==> src/rtl/adder_serial_pkg.sv <==
// adder_serial shared types: FSM encoding, default geometry
// and the full-adder cell used by the chunk adder.
package adder_serial_pkg;

  typedef enum logic [1:0] {
    IDLE = 2'd0,
    RUN  = 2'd1,
    DONE = 2'd2
  } state_t;

  localparam int DEF_WIDTH = 32;
  localparam int DEF_CHUNK = 4;

  // returns {carry, sum}
  function automatic logic [1:0] fa(
    input logic x,
    input logic y,
    input logic c
  );
    return {(x & y) | (c & (x ^ y)), x ^ y ^ c};
  endfunction

endpackage

==> src/rtl/adder_serial_chunk.sv <==
// adder_chunk: combinational CHUNK-bit ripple-carry adder
// with carry-out and carry-into-MSB for overflow detection.
module adder_chunk
  import adder_serial_pkg::*;
#(
  parameter int CHUNK = DEF_CHUNK
) (
  input  logic [CHUNK-1:0] a,
  input  logic [CHUNK-1:0] b,
  input  logic             ci,
  output logic [CHUNK-1:0] s,
  output logic             co,
  output logic             cm
);

  logic [CHUNK:0] c;

  assign c[0] = ci;

  for (genvar i = 0; i < CHUNK; i++) begin : g_fa
    assign {c[i+1], s[i]} = fa(a[i], b[i], c[i]);
  end

  assign co = c[CHUNK];
  assign cm = c[CHUNK-1];

endmodule

==> src/rtl/adder_serial.sv <==
// adder_serial: multi-cycle adder, CHUNK bits per clock.
// Define ADDER_SUB_EN to add the sub port (a - b).
module adder_serial
  import adder_serial_pkg::*;
#(
  parameter int WIDTH = DEF_WIDTH,
  parameter int CHUNK = DEF_CHUNK
) (
  input  logic             clk,
  input  logic             rst,
  input  logic             start,
  input  logic [WIDTH-1:0] a,
  input  logic [WIDTH-1:0] b,
  input  logic             ci,
`ifdef ADDER_SUB_EN
  input  logic             sub,
`endif
  output logic             busy,
  output logic             done,
  output logic [WIDTH-1:0] sum,
  output logic             co,
  output logic             ovf
);

  localparam int NCH = WIDTH / CHUNK;
  localparam int KW  = (NCH > 1) ? $clog2(NCH) : 1;

  state_t           state;
  state_t           nstate;
  logic [KW-1:0]    k;
  logic [WIDTH-1:0] as;
  logic [WIDTH-1:0] bs;
  logic             cr;
  logic [WIDTH-1:0] bin;
  logic             cin;
  logic [CHUNK-1:0] cs;
  logic             cc;
  logic             cm;
  logic             last;
  logic             accept;

`ifdef ADDER_SUB_EN
  // two's complement: a + ~b + 1
  assign bin = sub ? ~b : b;
  assign cin = sub | ci;
`else
  assign bin = b;
  assign cin = ci;
`endif

  assign last   = (k == KW'(NCH - 1));
  assign accept = (state == IDLE) && start;
  assign busy   = (state == RUN);
  assign done   = (state == DONE);

  adder_chunk #(
    .CHUNK (CHUNK)
  ) u_chunk (
    .a  (as[CHUNK-1:0]),
    .b  (bs[CHUNK-1:0]),
    .ci (cr),
    .s  (cs),
    .co (cc),
    .cm (cm)
  );

  always_ff @(posedge clk or posedge rst) begin
    if (rst) state <= IDLE;
    else     state <= nstate;
  end

  always_comb begin
    nstate = state;
    unique case (state)
      IDLE:    if (start) nstate = RUN;
      RUN:     if (last) nstate = DONE;
      DONE:    nstate = IDLE;
      default: nstate = IDLE;
    endcase
  end

  always_ff @(posedge clk or posedge rst) begin
    if (rst) begin
      as  <= '0;
      bs  <= '0;
      cr  <= 1'b0;
      k   <= '0;
      sum <= '0;
      co  <= 1'b0;
      ovf <= 1'b0;
    end else if (accept) begin
      as  <= a;
      bs  <= bin;
      cr  <= cin;
      k   <= '0;
      sum <= '0;
    end else if (state == RUN) begin
      // operands shift down so the chunk adder always sees bit 0
      as  <= as >> CHUNK;
      bs  <= bs >> CHUNK;
      cr  <= cc;
      k   <= k + 1'b1;
      sum[int'(k)*CHUNK +: CHUNK] <= cs;
      if (last) begin
        co  <= cc;
        ovf <= cc ^ cm;
      end
    end
  end

endmodule

==> config.mk <==
export PLATFORM = sky130hd
export DESIGN_NAME = adder_serial
export DESIGN_NICKNAME = d
export VERILOG_FILES = /design/src/rtl/adder_serial_pkg.sv /design/src/rtl/adder_serial_chunk.sv /design/src/rtl/adder_serial.sv
export SDC_FILE = /design/constraint.sdc
export NUM_CORES = 1
export LEC_CHECK = 0
export BUFFER_PORTS_ARGS = -buffer_cell sky130_fd_sc_hd__buf_2
export CAP_MARGIN = 10
export CORE_ASPECT_RATIO = 1.1
export CORE_UTILIZATION = 35
export CTS_CLUSTER_SIZE = 10
export DETAILED_ROUTE_END_ITERATION = 10
export PLACE_DENSITY = 0.62
export SLEW_MARGIN = 0
export SYNTH_ARGS = -nofsm -noshare
export SYNTH_HDL_FRONTEND = slang
export SYNTH_SLANG_ARGS = --single-unit
==> constraint.sdc <==
create_clock -name clk -period 8.8 [get_ports clk]
set_input_delay 2.64 -clock clk [delete_from_list [all_inputs] [get_ports clk]]
set_output_delay 2.64 -clock clk [all_outputs]
set_load 0.1 [all_outputs]
==> results of run 1 <==
## final timing paths
kind	from	endpoint	slack [ps]
setup / recovery	state[1]	busy	4110
hold / removal	bs[19]	bs[19]	480
setup reg to reg	state[0]	sum[12]	6180
hold reg to reg	bs[19]	bs[19]	480
max in group asynchronous	rst	state[1]	5200
min in group asynchronous	rst	as[30]	2320
## cells by family after synthesis
| logic type | Yosys count |
|---|---|
| flip-flops | 104 |
| AND/OR/NAND/NOR | 115 |
| multiplexers | 15 |
| AO/OA/AOI/OAI | 151 |
| XOR/XNOR | 1 |
| buffers and inverters | 55 |
| adder cells (fa/ha/maj) | 8 |
## registers in the layout, indices dropped and copies added, names as in the netlist
signal and flops:
cr 1, sum 32, co 1, state 2
k 3, ovf 1, as 32, bs 32
## where the power goes
group	internal (mW)	switching, mW
combinational	0.291	0.844
clock	0.259	0.175
sequential	0.664	0.115
total	1.21	1.13
## metal layers
metal | up-vias | global-route usage
li1 | 1759 | -
met4 | 0 | 0.04730
met5 | - | 0
met2 | 96 | 0.2873
met1 | 1785 | 0.2325
met3 | 9 | 0.03210
## cells in the mapped netlist
library cell / n
and4_1: 1
mux2i_1: 15
nor4b_1: 1
xnor2_1: 1
dfrtp_1: 104
o21ba_2: 1
o21bai_1: 1
nand2b_1: 1
a22oi_1: 56
nand4_1: 1
buf_6: 2
o22ai_1: 6
o21ai_1: 4
o2111ai_1: 1
nor3_4: 1
o41a_1: 1
nand2_2: 1
clkbuf_1: 12
a22o_1: 8
nand2_1: 78
buf_2: 17
nand2b_4: 1
o21ai_0: 67
fa_1: 4
nor3_1: 1
ha_1: 4
nor2b_1: 3
inv_1: 19
nand3_1: 7
a221oi_1: 1
nor4bb_1: 1
buf_1: 2
buf_4: 2
nor3b_2: 1
o2bb2ai_1: 4
nor4_1: 1
o31ai_1: 1
or3_1: 2
nor3b_1: 2
inv_6: 1
nor2_1: 12
## critical path, stage by stage, from the launching register on
cell and delay, ps:
dfrtp_2 1030, nand2b_4 330, inv_6 50, buf_2 290
## area by class of cell
type / count / area (µm²)
clock buffers: 12 / 246.5
clock inverters: 4 / 76.32
fillers: 1237 / 7192
inverters: 20 / 82.58
multi-input cells: 290 / 1799
flip-flops and latches: 104 / 2605
well taps: 157 / 196.4
repair buffers: 108 / 553.0
==> impl_metrics.ini, run 1 <==
[detailed_routing]
met1_length_um = 5275
via_per_inst = 5.250
wl_met2_um = 5474
wl_per_cell_um = 16.26
dr_total_vias = 3649
drtIter0Drc = 272
dr.pass1.iters = 10
routed_wl_um = 11300
top_layer_used = met4
final_antenna_net_count = 0
met3_length_um = 460
drc = 7

[global_route]
antenna_found_initial = 0
track_usage = 0.1729
grt_pass1_wl_um = 18690
grt_pass1_vias = 3685
grt-ovfl-total = 0
grt_start_max_net_pins = 68

[sta]
slew_headroom = 0.3263
worst_pin_slew_ps = 1011
setup_viol_count_final = 0
final_max_slew_viol_count = 0
holdWs_ps = 480.7
fin_crit_sh = 0.5333
fin_skew_ps = 6.069
fmaxAchievable_mhz = 213.1
rsz0062_at_grt = no
period_needed_ps = 4693
fin_tns_setup_ps = 0
finalHoldViolCount = 0
fin_ws_ps = 4107

[synthesis]
syn_area_per_cell_um2 = 10.33
synthXorXnorAreaFrac = 0.001888
yosysTopAreaCell = dfrtp_1
yosysSeqAreaShare = 0.5611
synth_nets = 525
ys_warn_count = 0
synth_area_um2 = 4638
synth-compound-area-share = 0.2096
synth_area_leaders = dfrtp_1 (56%), a22oi_1 (9.1%), o21ai_0 (7.2%)
synth-seq-cells = 104
synthAdderAreaFrac = 0.02806
synth_cell_type_count = 41
muxShareOfSynthArea = 0.03237
syn-instance-count = 449
synth-simple-area-share = 0.1120
synth_top_area_frac = 0.5611
synth_top_family_by_area = compound AO/OA/AOI/OAI gates

[critical_path]
worstPathMaxFanout = 64
cp.arrival_ps = 2050
path_class = flop to primary output
crit_path_end_kind = primary output
cp.required_ps = 6160
r2r_cells = 6
start_kind = flop

[final_layout]
final_util = 0.4360
area_growth_pct = 19.85
final_common_cell = buf_2
num_antenna_cells = 0
design_area_um2 = 5559
fin_cells = 695
mostFrequentLayoutCells = buf_2 (103), dfrtp_1 (102), nand2_1 (78)
final_nets = 609
drive_gt1_frac = 0.2472

[clock_network]
cts_buffer_depth = 2
cts.sinks = 104
cts-resized-gates = 0
cts_tree = built
numCtsBuffers = 9
root_buffer = clkbuf_16
clk_pin_slew_ps = 70
cts_max_level = 3
postCtsSetupRepairBufs = 0
clk_latency_ps = 340
cts_hold_buf = 0

[placement]
io_buffer_count = 103
dp.cells = 679
hpwl_um = 7474
routabilityCongestion = 0.7969
placed_area_um2 = 5236
dp_worst_setup_slack_ps = 4184

[worst_hold_path]
hold_depth = 2
hp-class = flop to flop

[floorplanning]
pin_count = 104
fp.dieH_um = 122.7
row_count = 43
die-area_um2 = 13720
dieWidth_um = 111.8
start_util = 0.3638
coreArea_um2 = 12750

[power_and_ir_drop]
power.total_mw = 2.347
leakagePower_nw = 2.649
power_per_cell_area_nw_per_um2 = 422.2
peakVddDrop_v = 0.0001137

[run_status]
violations = DRC
outcome = finished, violations left

[job]
maxCapViolations = 0
No activity file was read; power rests on OpenSTA's default activity.
==> inputs of run 2 (changes only) <==
--- a/config.mk
+++ b/config.mk
@@ -11,7 +11,7 @@
 export CORE_UTILIZATION = 35
 export CTS_CLUSTER_SIZE = 10
 export DETAILED_ROUTE_END_ITERATION = 10
-export PLACE_DENSITY = 0.62
+export PLACE_DENSITY = 0.64
 export SLEW_MARGIN = 0
 export SYNTH_ARGS = -nofsm -noshare
 export SYNTH_HDL_FRONTEND = slang
==> constraint.sdc (replaced) <==
create_clock -name clk -period 4 [get_ports clk]
set_input_delay 1.2 -clock clk [delete_from_list [all_inputs] [get_ports clk]]
set_output_delay 1.2 -clock clk [all_outputs]
set_load 0.1 [all_outputs]
==> impl_metrics.ini, run 2 (synthesized netlist as in run 1, its figures left out) <==
[power_and_ir_drop]
peakVddDrop_v = 0.0002661
power.total_mw = 5.119
leakagePower_nw = 2.645
power_per_cell_area_nw_per_um2 = 922.9

[final_layout]
final_common_cell = buf_2
reg_top3 = as (32), bs (32), sum (32)
num_antenna_cells = 0
mostFrequentLayoutCells = buf_2 (103), dfrtp_1 (102), nand2_1 (78)
final_util = 0.4350
drive_gt1_frac = 0.2519
final_nets = 612
area_growth_pct = 19.58

[global_route]
grt_pass1_wl_um = 18600
grt_pass1_vias = 3693
track_usage = 0.1729
grt_start_max_net_pins = 88
grt-ovfl-total = 0
antenna_found_initial = 0

[floorplanning]
row_count = 43
die-area_um2 = 13720
start_util = 0.3638
fp.dieH_um = 122.7
pin_count = 104
coreArea_um2 = 12750
dieWidth_um = 111.8

[run_status]
outcome = finished, violations left
violations = DRC

[sta]
slew_headroom = 0.2890
holdWs_ps = 483.3
period_needed_ps = 2822
setup_viol_count_final = 0
rsz0062_at_grt = no
final_max_slew_viol_count = 0
fin_ws_ps = 1178
worst_pin_slew_ps = 1066
fin_tns_setup_ps = 0
fmaxAchievable_mhz = 354.3
fin_crit_sh = 0.7055
fin_skew_ps = 8.322
finalHoldViolCount = 0

[detailed_routing]
dr.pass1.iters = 9
drc = 7
drtIter0Drc = 225
via_per_inst = 5.300
routed_wl_um = 11450
dr_total_vias = 3694
wl_per_cell_um = 16.43
final_antenna_net_count = 0

[clock_network]
numCtsBuffers = 9
cts_max_level = 3
cts-resized-gates = 0
postCtsSetupRepairBufs = 0
cts.sinks = 104
cts_buffer_depth = 2
clk_latency_ps = 340
cts_hold_buf = 0
root_buffer = clkbuf_16
cts_tree = built
clk_pin_slew_ps = 60

[job]
maxCapViolations = 0

[critical_path]
start_kind = flop
path_delay_family = flip-flops
path_cells = nand2b_4 > inv_6 > buf_2
crit_buf_inv = 2
path_class = flop to primary output
cp.arrival_ps = 1620
worstPathMaxFanout = 24
cp.required_ps = 2800
critPathSlowestCell = dfrtp_2
cpPeakStageDelay_ps = 550
crit_path_end_kind = primary output

[placement]
dp_worst_setup_slack_ps = 1356
hpwl_um = 7667
io_buffer_count = 103
routabilityCongestion = 0.8233

[worst_hold_path]
hp-class = flop to flop
run 2: worst min-delay path: cells and delay by family, from the launching register on:
family          cells  cell delay [ps]
compound gates      1               60
flops               1              340
simple gates        1               40
run 2: power breakdown:
| group | internal [mW] | leakage, nW | switching [mW] | total [mW] |
|---|---|---|---|---|
| logic | 0.649 | 1.15 | 1.89 | 2.53 |
| registers | 1.46 | 1.37 | 0.257 | 1.72 |
| clock network | 0.482 | 0.135 | 0.386 | 0.868 |
run 2: layout make-up:
cell class,instances,area [µm²]
multi-input combinational,290,1799
clock inverter,5,58.81
inverter,20,82.58
clock buffer,10,229.0
sequential,104,2605
tap,157,196.4
fill,1230,7204
timing repair buffer,111,575.6
run 2: per-stage QoR:
step,instance area (µm²),instances
2_1_floorplan,4638,449
3_3_place_gp,5259,682
3_5_place_dp,5259,682
4_1_cts,5547,697
5_1_grt,5547,697
6_report,5547,697
run 2: worst paths after layout:
check                      startpoint      to  slack [ps]  depth (start not counted)
max                          state[1]    busy        1180                          3
min                            as[13]  as[13]         480                          2
max reg2reg                        cr  sum[3]        1420                         10
min reg2reg                    as[13]  as[13]         480                          2
max in group asynchronous         rst   as[9]        2100                          3
min in group asynchronous         rst  as[30]        1110                          2
run 2: per-layer routing:
metal / vias up / track usage / wire length (µm)
li1: 1759 / - / -
met3: 8 / 0.03506 / 443
met5: - / 0 / 0
met2: 95 / 0.2981 / 5555
met4: 0 / 0.03801 / 92
met1: 1832 / 0.2250 / 5361
